## config.mk

```make
export PLATFORM = sky130hd
export DESIGN_NAME = bus_device_port
export DESIGN_NICKNAME = d
export VERILOG_FILES = /design/src/rtl/eclair_dev_pkg.sv /design/src/rtl/fifo_sync.sv /design/src/rtl/bus_device_port.sv
export SDC_FILE = /design/constraint.sdc
export NUM_CORES = 1
export LEC_CHECK = 0
export ABC_AREA = 1
export CAP_MARGIN = 20
export CORE_MARGIN = 2
export CORE_UTILIZATION = 50
export DETAILED_ROUTE_END_ITERATION = 10
export PLACE_DENSITY = 0.68
export SKIP_LAST_GASP = 1
export SLEW_MARGIN = 5
export SYNTH_ARGS = -nofsm -noshare
export SYNTH_HDL_FRONTEND = slang
export SYNTH_SLANG_ARGS = --single-unit
```

## constraint.sdc

```tcl
create_clock -name clk -period 4.75 [get_ports clk]
set_input_delay 0.7125 -clock clk [delete_from_list [all_inputs] [get_ports clk]]
set_output_delay 0.7125 -clock clk [all_outputs]
set_load 0.01 [all_outputs]
```

## src/rtl/eclair_dev_pkg.sv

```systemverilog
// Shared constants for the console/device bus responder: register offsets, STATUS bit
// positions and the device address window.
package eclair_dev_pkg;

  localparam logic [3:0] DEV_WINDOW = 4'b0111;

  localparam logic [1:0] DEV_REG_DATA   = 2'd0;
  localparam logic [1:0] DEV_REG_STATUS = 2'd1;
  localparam logic [1:0] DEV_REG_CTRL   = 2'd2;
  localparam logic [1:0] DEV_REG_TXLVL  = 2'd3;

  localparam int unsigned ST_RX_NONEMPTY = 0;
  localparam int unsigned ST_TX_FULL     = 1;
  localparam int unsigned ST_TX_EMPTY    = 2;
  localparam int unsigned ST_TX_OVF      = 3;
  localparam int unsigned ST_IRQ         = 4;

  typedef struct packed {
    logic tx_empty_irq_en;
    logic rx_irq_en;
  } dev_ctrl_t;

endpackage

```

## src/rtl/fifo_sync.sv

```systemverilog
// Single-clock FIFO with extra-MSB pointers; dout shows the head entry whenever !empty.
// A push while full is dropped even if a pop happens in the same cycle.
module fifo_sync #(
  parameter int unsigned WIDTH = 8,
  parameter int unsigned DEPTH = 16
) (
  input  logic                     clk,
  input  logic                     reset,
  input  logic                     push,
  input  logic                     pop,
  input  logic [WIDTH-1:0]         din,
  output logic [WIDTH-1:0]         dout,
  output logic                     full,
  output logic                     empty,
  output logic [$clog2(DEPTH):0]   level
);

  localparam int unsigned AW = $clog2(DEPTH);

  logic [AW:0]      wr_q, wr_d, rd_q, rd_d;
  logic [WIDTH-1:0] mem_q [DEPTH];
  logic [WIDTH-1:0] mem_d [DEPTH];
  logic             do_push, do_pop;

  assign full    = (wr_q[AW] != rd_q[AW]) && (wr_q[AW-1:0] == rd_q[AW-1:0]);
  assign empty   = (wr_q == rd_q);
  assign level   = wr_q - rd_q;
  assign dout    = mem_q[rd_q[AW-1:0]];
  assign do_push = push & ~full;
  assign do_pop  = pop & ~empty;

  always_comb begin
    wr_d  = wr_q + {{AW{1'b0}}, do_push};
    rd_d  = rd_q + {{AW{1'b0}}, do_pop};
    mem_d = mem_q;
    if (do_push) mem_d[wr_q[AW-1:0]] = din;
  end

  always_ff @(posedge clk) begin
    if (reset) begin
      wr_q <= '0;
      rd_q <= '0;
    end else begin
      wr_q <= wr_d;
      rd_q <= rd_d;
    end
  end

  always_ff @(posedge clk) begin
    mem_q <= mem_d;
  end

endmodule

```

## src/rtl/bus_device_port.sv

```systemverilog
// Console/device responder on the main data bus: CPU writes feed a TX FIFO, an external source
// feeds an RX FIFO. Define DEVICE_IRQ_EN to enable the CTRL register and the registered irq.
module bus_device_port
  import eclair_dev_pkg::*;
#(
  parameter int unsigned TX_DEPTH = 16,
  parameter int unsigned RX_DEPTH = 8
) (
  input  logic       clk,
  input  logic       reset,
  input  logic       _cs,
  input  logic       _oe,
  input  logic       _w,
  input  logic [3:0] addr,
  input  logic [7:0] data_in,
  output logic [7:0] data_out,
  output logic       data_oe,
  output logic [7:0] tx_data,
  output logic       tx_valid,
  input  logic       tx_ready,
  input  logic [7:0] rx_data,
  input  logic       rx_valid,
  output logic       rx_ready,
  output logic       irq
);

  logic                        w_q, w_d, oe_q, oe_d, cs_q, cs_d;
  logic                        tx_ovf_q, tx_ovf_d;
  logic                        write_ev, pop_ev, reg_hit, tx_push, status_wr, ctrl_wr;
  logic                        tx_full, tx_empty, rx_full, rx_empty;
  logic [$clog2(TX_DEPTH):0]   tx_level;
  logic [$clog2(RX_DEPTH):0]   rx_level;
  logic [7:0]                  rx_head, status;
  dev_ctrl_t                   ctrl_rd;
  logic                        unused_rx_level;

  assign unused_rx_level = ^rx_level;

  assign reg_hit   = (addr[3:2] == 2'b00);
  assign write_ev  = w_q & ~_w & ~_cs & ~reset;
  assign tx_push   = write_ev & reg_hit & (addr[1:0] == DEV_REG_DATA);
  assign status_wr = write_ev & reg_hit & (addr[1:0] == DEV_REG_STATUS);
  assign ctrl_wr   = write_ev & reg_hit & (addr[1:0] == DEV_REG_CTRL);
  // Pop on the trailing edge of the read so the byte driven during the read is the one consumed.
  assign pop_ev    = ~oe_q & _oe & ~cs_q & (addr == 4'd0) & ~rx_empty & ~reset;

  assign data_oe  = ~_cs & ~_oe & _w;
  assign tx_valid = ~tx_empty;
  assign rx_ready = ~rx_full;

  fifo_sync #(
    .WIDTH (8),
    .DEPTH (TX_DEPTH)
  ) u_tx_fifo (
    .clk   (clk),
    .reset (reset),
    .push  (tx_push),
    .pop   (tx_valid & tx_ready),
    .din   (data_in),
    .dout  (tx_data),
    .full  (tx_full),
    .empty (tx_empty),
    .level (tx_level)
  );

  fifo_sync #(
    .WIDTH (8),
    .DEPTH (RX_DEPTH)
  ) u_rx_fifo (
    .clk   (clk),
    .reset (reset),
    .push  (rx_valid & rx_ready),
    .pop   (pop_ev),
    .din   (rx_data),
    .dout  (rx_head),
    .full  (rx_full),
    .empty (rx_empty),
    .level (rx_level)
  );

  always_comb begin
    w_d      = _w;
    oe_d     = _oe;
    cs_d     = _cs;
    tx_ovf_d = tx_ovf_q;
    if (tx_push && tx_full) begin
      tx_ovf_d = 1'b1;
    end else if (status_wr && data_in[ST_TX_OVF]) begin
      tx_ovf_d = 1'b0;
    end
  end

  always_ff @(posedge clk) begin
    if (reset) begin
      w_q      <= 1'b1;
      oe_q     <= 1'b1;
      cs_q     <= 1'b1;
      tx_ovf_q <= 1'b0;
    end else begin
      w_q      <= w_d;
      oe_q     <= oe_d;
      cs_q     <= cs_d;
      tx_ovf_q <= tx_ovf_d;
    end
  end

`ifdef DEVICE_IRQ_EN
  dev_ctrl_t ctrl_q, ctrl_d;
  logic      irq_q, irq_d;

  always_comb begin
    ctrl_d = ctrl_q;
    if (ctrl_wr) ctrl_d = dev_ctrl_t'(data_in[1:0]);
    irq_d = (ctrl_q.rx_irq_en & ~rx_empty) | (ctrl_q.tx_empty_irq_en & tx_empty);
  end

  always_ff @(posedge clk) begin
    if (reset) begin
      ctrl_q <= '0;
      irq_q  <= 1'b0;
    end else begin
      ctrl_q <= ctrl_d;
      irq_q  <= irq_d;
    end
  end

  assign ctrl_rd = ctrl_q;
  assign irq     = irq_q;
`else
  logic unused_ctrl_wr;
  assign unused_ctrl_wr = ctrl_wr;
  assign ctrl_rd        = '0;
  assign irq            = 1'b0;
`endif

  always_comb begin
    status                 = 8'h00;
    status[ST_RX_NONEMPTY] = ~rx_empty;
    status[ST_TX_FULL]     = tx_full;
    status[ST_TX_EMPTY]    = tx_empty;
    status[ST_TX_OVF]      = tx_ovf_q;
    status[ST_IRQ]         = irq;
  end

  always_comb begin
    data_out = 8'h00;
    if (reg_hit) begin
      unique case (addr[1:0])
        DEV_REG_DATA:   data_out = rx_empty ? 8'h00 : rx_head;
        DEV_REG_STATUS: data_out = status;
        DEV_REG_CTRL:   data_out = {6'b0, ctrl_rd};
        DEV_REG_TXLVL:  data_out = 8'(tx_level);
        default:        data_out = 8'h00;
      endcase
    end
  end

endmodule
```

Yosys cells after proc, flatten, opt, wreduce, memory -nomap -nowiden
Index checks and enable logic that the tools add are counted.

storage, ports and cells
  output and inout bits = 20
  input bits = 27
  word-level logic and storage cells = 112
  flip-flop bits (word level) = 214

cells by class
  bitwise logic cells = 33
  eq/ne operators = 9
  reductions and logical operators = 10
  $add $sub $neg = 5
  $lt $le $gt $ge = 6
  multiplexer cells = 17

operators by type and width
  kind                                                        number
  bitwise mux 128 bit                                         1
  bitwise mux 64 bit                                          1
  2-to-1 mux 8 bit                                            8
  binary-select mux 8 bit (select 4 bit)                      1
  demux 8 bit (select 4 bit)                                  1
  one-hot mux 8 bit (4 select lines)                          1
  binary-select mux 8 bit (select 3 bit)                      1
  demux 8 bit (select 3 bit)                                  1
  AND 1 bit                                                   19
  adder 5 x 1 -> 5 bit                                        2
  greater-or-equal comparator 5 bit, second input constant    2
  NOT 1 bit                                                   10
  NOT 4 -> 5 bit                                              2
  adder 4 x 1 -> 4 bit                                        2
  == test 4 bit                                               2
  greater-or-equal comparator 4 bit, second input constant    2
  NOT 3 -> 4 bit                                              2
  logical AND 1 bit                                           6
  == test 5 bit                                               1
  less-than comparator 5 x 1 -> 1 bit, second input constant  1
  subtractor 5 bit                                            1
  == test 2 bit, second input constant                        2
  logical NOT 2 bit                                           2
  logical NOT 4 bit                                           1
  other kinds (6)                                             8

Depth between registers and ports, before layout
Gate-level depths: netlist of the first run.

  depth in word-level cells = 9
  depth in mapped cells = 13
  mapped depth without buffers = 12

Hierarchy
From an unflattened synthesis of the first run, not the netlist that was laid out.

second synthesis, totals
  cell total of the unflattened synthesis = 1044
  area total of the unflattened synthesis = 10064.7 µm²

modules (own cells, without submodules)
  module                  times used  seq. area each (µm²)  cells each  area an instance (µm²)
  fifo_sync at u_tx_fifo  1           4043.9                617         6251.0
  fifo_sync at u_rx_fifo  1           2082.0                356         3414.5
  bus_device_port         1           80.1                  71          399.1

Least setup slack after synthesis of the first run
Ideal clock, no wire load.

  kind = register -> output
  start point = reg u_tx_fifo.rd_q[2]
  end point = out data_out[2]
  buffers on the path = 0
  setup slack = 2.420 ns
  stages on the path, launching flop included = 9
  data required time = 4.038 ns
  arrival = 1.617 ns
  cell sequence = dfxtp_1 -> clkinv_1 -> ha_1 -> nand2_1 -> nor2_4 -> nand2_1 -> nand2_1 -> nand3_1 -> a21oi_1

between the ends
  word-level cells in the longest chain between the ends = 3
  elaborated cells on any way between the ends = 4
  classes of those cells = add/sub (1); eq/ne (1); mux (2)

ends and longest elaborated chain
  what                                               line                              RTL
  start, declared                                    fifo_sync.sv:20                   logic [AW:0] wr_q, wr_d, rd_q, rd_d;
  start signal, assigned                             fifo_sync.sv:45                   rd_q <= rd_d;
  subtractor 5 bit or == test 5 bit (tied branches)  fifo_sync.sv:27, fifo_sync.sv:26
  one-hot mux 8 bit (4 select lines) (*)             bus_device_port.sv:148            unique case (addr[1:0])
  2-to-1 mux 8 bit (*)                               bus_device_port.sv:147            if (reg_hit) begin
  end, declared                                      bus_device_port.sv:16             output logic [7:0] data_out,

Every way passes the cells marked *; elsewhere a longest branch is shown, timed or not.

Final worst setup path of the first run
  start point = reg u_tx_fifo.rd_q[2]
  end point = out data_out[1]

between the ends
  word-level cells in the longest chain between the ends = 4

ends and longest elaborated chain
  what                                line                    RTL
  == test 4 bit                       fifo_sync.sv:25         assign full = (wr_q[AW] != rd_q[AW]) && (wr_q[AW-1:0] == rd_q[AW-1:0]);
  logical AND 1 bit                   fifo_sync.sv:25
  one-hot mux 8 bit (4 select lines)  bus_device_port.sv:148
  2-to-1 mux 8 bit                    bus_device_port.sv:147

Every way passes these cells.

==> flow_summary_export.csv, run 1 <==
group,metric,value,unit
status,outcome,"complete, no violations",
timing,relSlewSlack,36.3,%
clock_network,cts_buffers,23,
setup_path,path_delay_family,"buffers and inverters",
synthesis,ys.flop_type,"edfxtp_1",
layout,num-fill-cells,1462,
timing,maxSlewViolCount,0,
synthesis,ys_types,35,
synthesis,yosysMostFrequentCell,"edfxtp_1",
grt,antenna_found_initial,0,
clock_network,clock_sinks,214,
power_and_ir_drop,finalPower,3.81,mW
timing,period_minus_slack,4.04,ns
grt,grt_pass1_wl,31400,um
setup_path,worstPathMaxFanout,13,
hold_path,worstHoldPathType,"reg -> reg",
floorplan,die_area,19400,um2
layout,nNetsFinal,913,
route,dr_total_vias,6093,
synthesis,yosysWarnings,0,
clock_network,clock_latency,0.49,ns
setup_path,crit_buf_inv,2,
grt,track_usage,20.6,%
clock_network,post_cts_buffers,0,
route,drtIter0Drc,648,
timing,tns,0,ns
synthesis,synth_top_area_cell,"edfxtp_1",
floorplan,die_h,139,um
setup_path,crit_path_cell_trace,"clkinv_1 > ha_1 > nand2_1 > nor2_4 > nand2_2 > nand2_1 > nand3_1 > a21oi_1 > clkdlybuf4s50_1",
synthesis,synth_edf_count,192,
layout,diodes,0,
grt,grt.overflow.total,0,
clock_network,cts_tree,"yes",
power_and_ir_drop,p_leak,3.77,nW
placed_design,place_area,9840,um2
setup_path,start_kind,"flip-flop",
clock_network,clock-root-buffer,"clkbuf_16",
timing,fmax,0.248,GHz
timing,tightest_slew,0.951,ns
route,dr.pass1.iters,6,
grt,grt_pass1_vias,5720,
synthesis,synth_top_area_share,63.1,%
floorplan,rows,49,
placed_design,gp_congestion,0.822,
power_and_ir_drop,ir_drop,0.000313,V
route,vias_per_cell,5.46,
synthesis,synthesis.nets,858,
route,routedWlPerCell,17.7,um
synthesis,syn-instance-count,818,
power_and_ir_drop,p_per_area,362,nW/um2
timing,hold_violations,0,
timing,setup_violations,0,
layout,drive_gt1_share,8.91,%
timing,fin_crit_sh,85.0,%
clock_network,ctsResizeCount,0,
timing,grt_setup_unrepaired,"false",
floorplan,initial_core_util,50.9,%
synthesis,netlist_top_cells_count,"edfxtp_1, nor2_1, nand2_1",
timing,skew,0.00914,ns
synthesis,synth_area,9140,um2
setup_path,worstPathArrival,3.32,ns
setup_path,required,4.04,ns
clock_network,cts.clk_slew.worst_paths,0.06,ns
synthesis,async_flop_share,0,%
route,ant_nets,0,
placed_design,portBuffers,45,
layout,multiInputGateArea,2510,um2
route,drc_errors,0,
layout,stdcell_count,1116,
run,max_cap_viol_count,0,
layout,syn_to_final_growth,15.1,%
layout,regArea,6210,um2
placed_design,dp_hpwl,12500,um
setup_path,cpMostUsedCell,"nand2_1",
grt,grt_max_degree,65,
synthesis,syn_avg_cell_area,11.2,um2
route,drt-total-wl,19800,um
clock_network,cts_hold_buffers,0,
setup_path,path_class,"reg -> out",
synthesis,synth_area_leaders,"edfxtp_1, nor2_1, nand2_1",
clock_network,clockBufferDepth,3,
setup_path,slowest_stage,"dfxtp_1",
layout,stdcell_area,10500,um2
floorplan,die_w,139,um
synthesis,ys_ff_latch,214,
clock_network,ctsHtreeMaxLevel,1,
setup_path,slowest_delay,0.63,ns
synthesis,yosysSeqAreaShare,67.9,%
floorplan,core-area,18000,um2
setup_path,worst_setup_path_end_kind,"output pin",
placed_design,placedCellCount,1077,
floorplan,ios,47,
[worst min-delay path, stage by stage (launching register included)]
cell     delay [ns]
dfxtp_1        0.31
inv_1          0.06
a21oi_1        0.05
[where the power goes]
group          internal (mW)  switching [mW]
clock network          0.938           0.663
logic                 0.0472          0.0831
registers               2.07         0.00791
total                   3.05           0.754
[final timing paths]
path / from / end / slack (ns) / cells past startpoint
hold / removal: u_tx_fifo.wr_q[4] / u_tx_fifo.wr_q[4] / 0.48 / 2
hold reg to reg: u_tx_fifo.wr_q[4] / u_tx_fifo.wr_q[4] / 0.48 / 2
setup reg to reg: u_tx_fifo.rd_q[2] / u_tx_fifo.mem_q[39] / 1.52 / 9
setup / recovery: u_tx_fifo.rd_q[2] / data_out[1] / 0.71 / 9
[sequential cells by signal, summed over array words and instances, names as in the netlist]
| signal | count |
|---|---|
| oe_q | 1 |
| u_tx_fifo.mem_q | 128 |
| tx_ovf_q | 1 |
| u_tx_fifo.rd_q | 5 |
| u_rx_fifo.mem_q | 64 |
| u_rx_fifo.rd_q | 4 |
| cs_q | 1 |
| u_tx_fifo.wr_q | 5 |
| u_rx_fifo.wr_q | 4 |
| w_q | 1 |
[cells in the final DEF, fill, tap and decap left out, types with 2 or more instances in the layout]
master	instances
inv_2	9
inv_1	53
xnor2_1	4
o211ai_1	16
o21ai_1	22
clkinv_1	7
clkdlybuf4s50_1	45
ha_1	12
clkinv_2	2
a21oi_1	17
o22ai_1	22
o21ai_0	72
dfxtp_1	21
edfxtp_1	192
clkbuf_16	23
nand2_1	126
nand3_1	42
nor2_4	6
buf_4	19
nand2_2	6
nor3_2	2
clkinvlp_4	2
nor3_1	14
clkbuf_1	6
nor2_1	132
[area by class of cell]
| class | instances | share of cell area, % |
|---|---|---|
| inverter | 65 | 2.34 |
| clock inverter | 10 | 0.702 |
| clock buffer | 29 | 5.69 |
| tap | 229 | 2.73 |
| multi-input combinational | 505 | 23.9 |
| timing repair buffer | 64 | 5.64 |
| sequential | 214 | 59.0 |
[routing by layer]
layer	share of wire [%]	track usage, %	up-vias
li1	-	-	2960
met3	6.5	3.31	24
met4	1.7	5.00	0
met5	0	0	-
met2	48	33.9	221
met1	44	29.2	2888
[stage by stage]
stage / worst slack [ns] / hold WS, ns / util, %
detailed placement: 1.26 / 0.474 / 54.8
floorplan: 2.42 / 0.444 / -
finish: 0.714 / 0.477 / 58.5
global placement: 1.28 / 0.462 / 54.8
CTS: 0.698 / 0.482 / 58.5
global route: 0.480 / 0.503 / 58.5
[logic make-up after synthesis]
group                      Yosys count  share of synthesized area [%]
and+or+nand+nor                    335                           15.9
DFF                                214                           67.9
AOI/OAI and AO/OA                  151                           9.07
buffers and inverters               99                           4.74
adders and majority gates           13                           1.86
xor gates and xnor gates             5                          0.479
other                                1                         0.0410
No activity file was read; power rests on OpenSTA's default activity.
==> inputs of run 2 (changes only) <==
- PLACE_DENSITY: 0.68 -> 0.71
- clock period: 4.75 -> 3.4 ns (I/O delays scaled with it)
==> flow_summary_export.csv, run 2 (synthesis results as in run 1) <==
group,metric,value,unit
status,outcome,"complete, no violations",
floorplan,die_w,139,um
grt,grt_max_degree,65,
setup_path,slowest_stage,"clkdlybuf4s50_1",
timing,hold_violations,0,
timing,maxSlewViolCount,0,
route,dr.pass1.iters,4,
clock_network,clock_sinks,214,
layout,final_cell_mix,"edfxtp_1, nor2_1, nand2_1, o21ai_0, inv_1",
layout,syn_to_final_growth,16.4,%
timing,fmax,0.305,GHz
clock_network,clock_latency,0.49,ns
setup_path,start_kind,"flip-flop",
timing,tightest_slew,0.707,ns
timing,skew,0.0127,ns
floorplan,core-area,18000,um2
floorplan,die_h,139,um
timing,grt_setup_unrepaired,"false",
timing,period_minus_slack,3.28,ns
grt,grt_pass1_vias,5961,
setup_path,path_delay_family,"buffers and inverters",
clock_network,cts.clk_slew.worst_paths,0.06,ns
power_and_ir_drop,p_leak,3.87,nW
layout,largestRegisters,"u_tx_fifo.mem_q x128, u_rx_fifo.mem_q x64",
placed_design,placedCellCount,1094,
route,vias_per_cell,5.42,
power_and_ir_drop,ir_drop,0.000421,V
timing,relSlewSlack,52.7,%
route,routedWlPerCell,17.4,um
clock_network,clockBufferDepth,3,
floorplan,ios,47,
clock_network,ctsHtreeMaxLevel,1,
clock_network,post_cts_buffers,0,
setup_path,crit_buf_inv,3,
power_and_ir_drop,p_per_area,500,nW/um2
setup_path,worstPathArrival,2.77,ns
setup_path,path_class,"reg -> out",
layout,drive_gt1_share,10.3,%
layout,nNetsFinal,929,
route,drtIter0Drc,504,
placed_design,gp_congestion,0.837,
route,drt-total-wl,19700,um
placed_design,portBuffers,45,
route,ant_nets,0,
clock_network,cts_buffers,22,
setup_path,slowest_delay,0.54,ns
route,dr_total_vias,6143,
clock_network,clock-root-buffer,"clkbuf_16",
layout,regMostFlops,"u_tx_fifo.mem_q",
layout,diodes,0,
setup_path,crit_path_cell_trace,"buf_4 > o21ai_0 > o22ai_1 > nand2_1 > nand2_1 > inv_1 > nand2_1 > clkdlybuf4s50_1",
floorplan,die_area,19400,um2
layout,stdcell_count,1134,
floorplan,initial_core_util,50.9,%
floorplan,rows,49,
hold_path,worstHoldPathType,"reg -> reg",
layout,layout_commonest_cell,"edfxtp_1",
grt,grt_pass1_wl,31600,um
route,drc_errors,0,
grt,grt.overflow.total,0,
setup_path,worstPathMaxFanout,64,
layout,largest_reg_flops,128,
timing,fin_crit_sh,96.4,%
grt,antenna_found_initial,0,
clock_network,cts_tree,"yes",
timing,tns,0,ns
run,max_cap_viol_count,0,
setup_path,cpMostUsedCell,"nand2_1",
grt,track_usage,20.4,%
clock_network,ctsResizeCount,0,
setup_path,worst_setup_path_end_kind,"output pin",
timing,setup_violations,0,
setup_path,required,2.89,ns
placed_design,dp_hpwl,12600,um
clock_network,cts_hold_buffers,0,
-- run 2: cell count changes in the layout (fill, tap and decap cells not counted) --
cell,change
buf_4,+17
clkbuf_1,+6
clkinvlp_4,-2
nor3_2,-2
clkinv_1,-4
nor3_1,+2
clkbuf_8,+1
-- run 2: tightest hold or removal path, stage by stage (launching register included) --
cell	delay, ns
dfxtp_1	0.32
inv_1	0.06
a21oi_1	0.06
-- run 2: final cells by class --
type / instances / area (um2)
fill: 1436 / 7330
multi-input combinational: 505 / 2500
timing repair buffer: 81 / 721
clock buffer: 36 / 634
sequential: 214 / 6210
inverter: 65 / 246
clock inverter: 4 / 43.8
tap: 229 / 287
-- run 2: layer usage --
layer / track usage [%] / part of all wire (%) / vias to the layer above
li1: - / - / 2991
met3: 2.83 / 5.6 / 26
met4: 4.89 / 1.5 / 0
met5: 0 / 0 / -
met2: 34.6 / 49 / 188
met1: 28.1 / 44 / 2938
-- run 2: where the power goes --
part	switching, mW	internal (mW)	total, mW	leakage, nW
clock network	0.900	1.35	2.25	0.328
logic	0.112	0.0661	0.178	1.63
registers	0.00976	2.89	2.90	1.91
total	1.02	4.30	5.32	3.87
-- run 2: through the flow --
stage                     setup WS [ns]  hold WS (ns)  cell area (um2)  total power [mW]  utilization, %
after floorplan                    1.13         0.444             9140              3.03               -
after global placement            0.664         0.461             9960              3.13            55.4
after detailed placement          0.660         0.474             9960              3.13            55.4
after CTS                         0.157         0.487            10600              5.36            59.2
after global routing            0.00914         0.519            10600              5.49            59.2
final                             0.121         0.481            10600              5.32            59.2
-- run 2: path summary, 6_finish.rpt --
check                    start                 to  slack [ns]  depth (start not counted)
max          u_tx_fifo.rd_q[0]         tx_data[0]        0.12                          8
min          u_tx_fifo.wr_q[4]  u_tx_fifo.wr_q[4]        0.48                          2
max reg2reg  u_tx_fifo.rd_q[1]  u_tx_fifo.rd_q[4]        1.10                         10
min reg2reg  u_tx_fifo.wr_q[4]  u_tx_fifo.wr_q[4]        0.48                          2
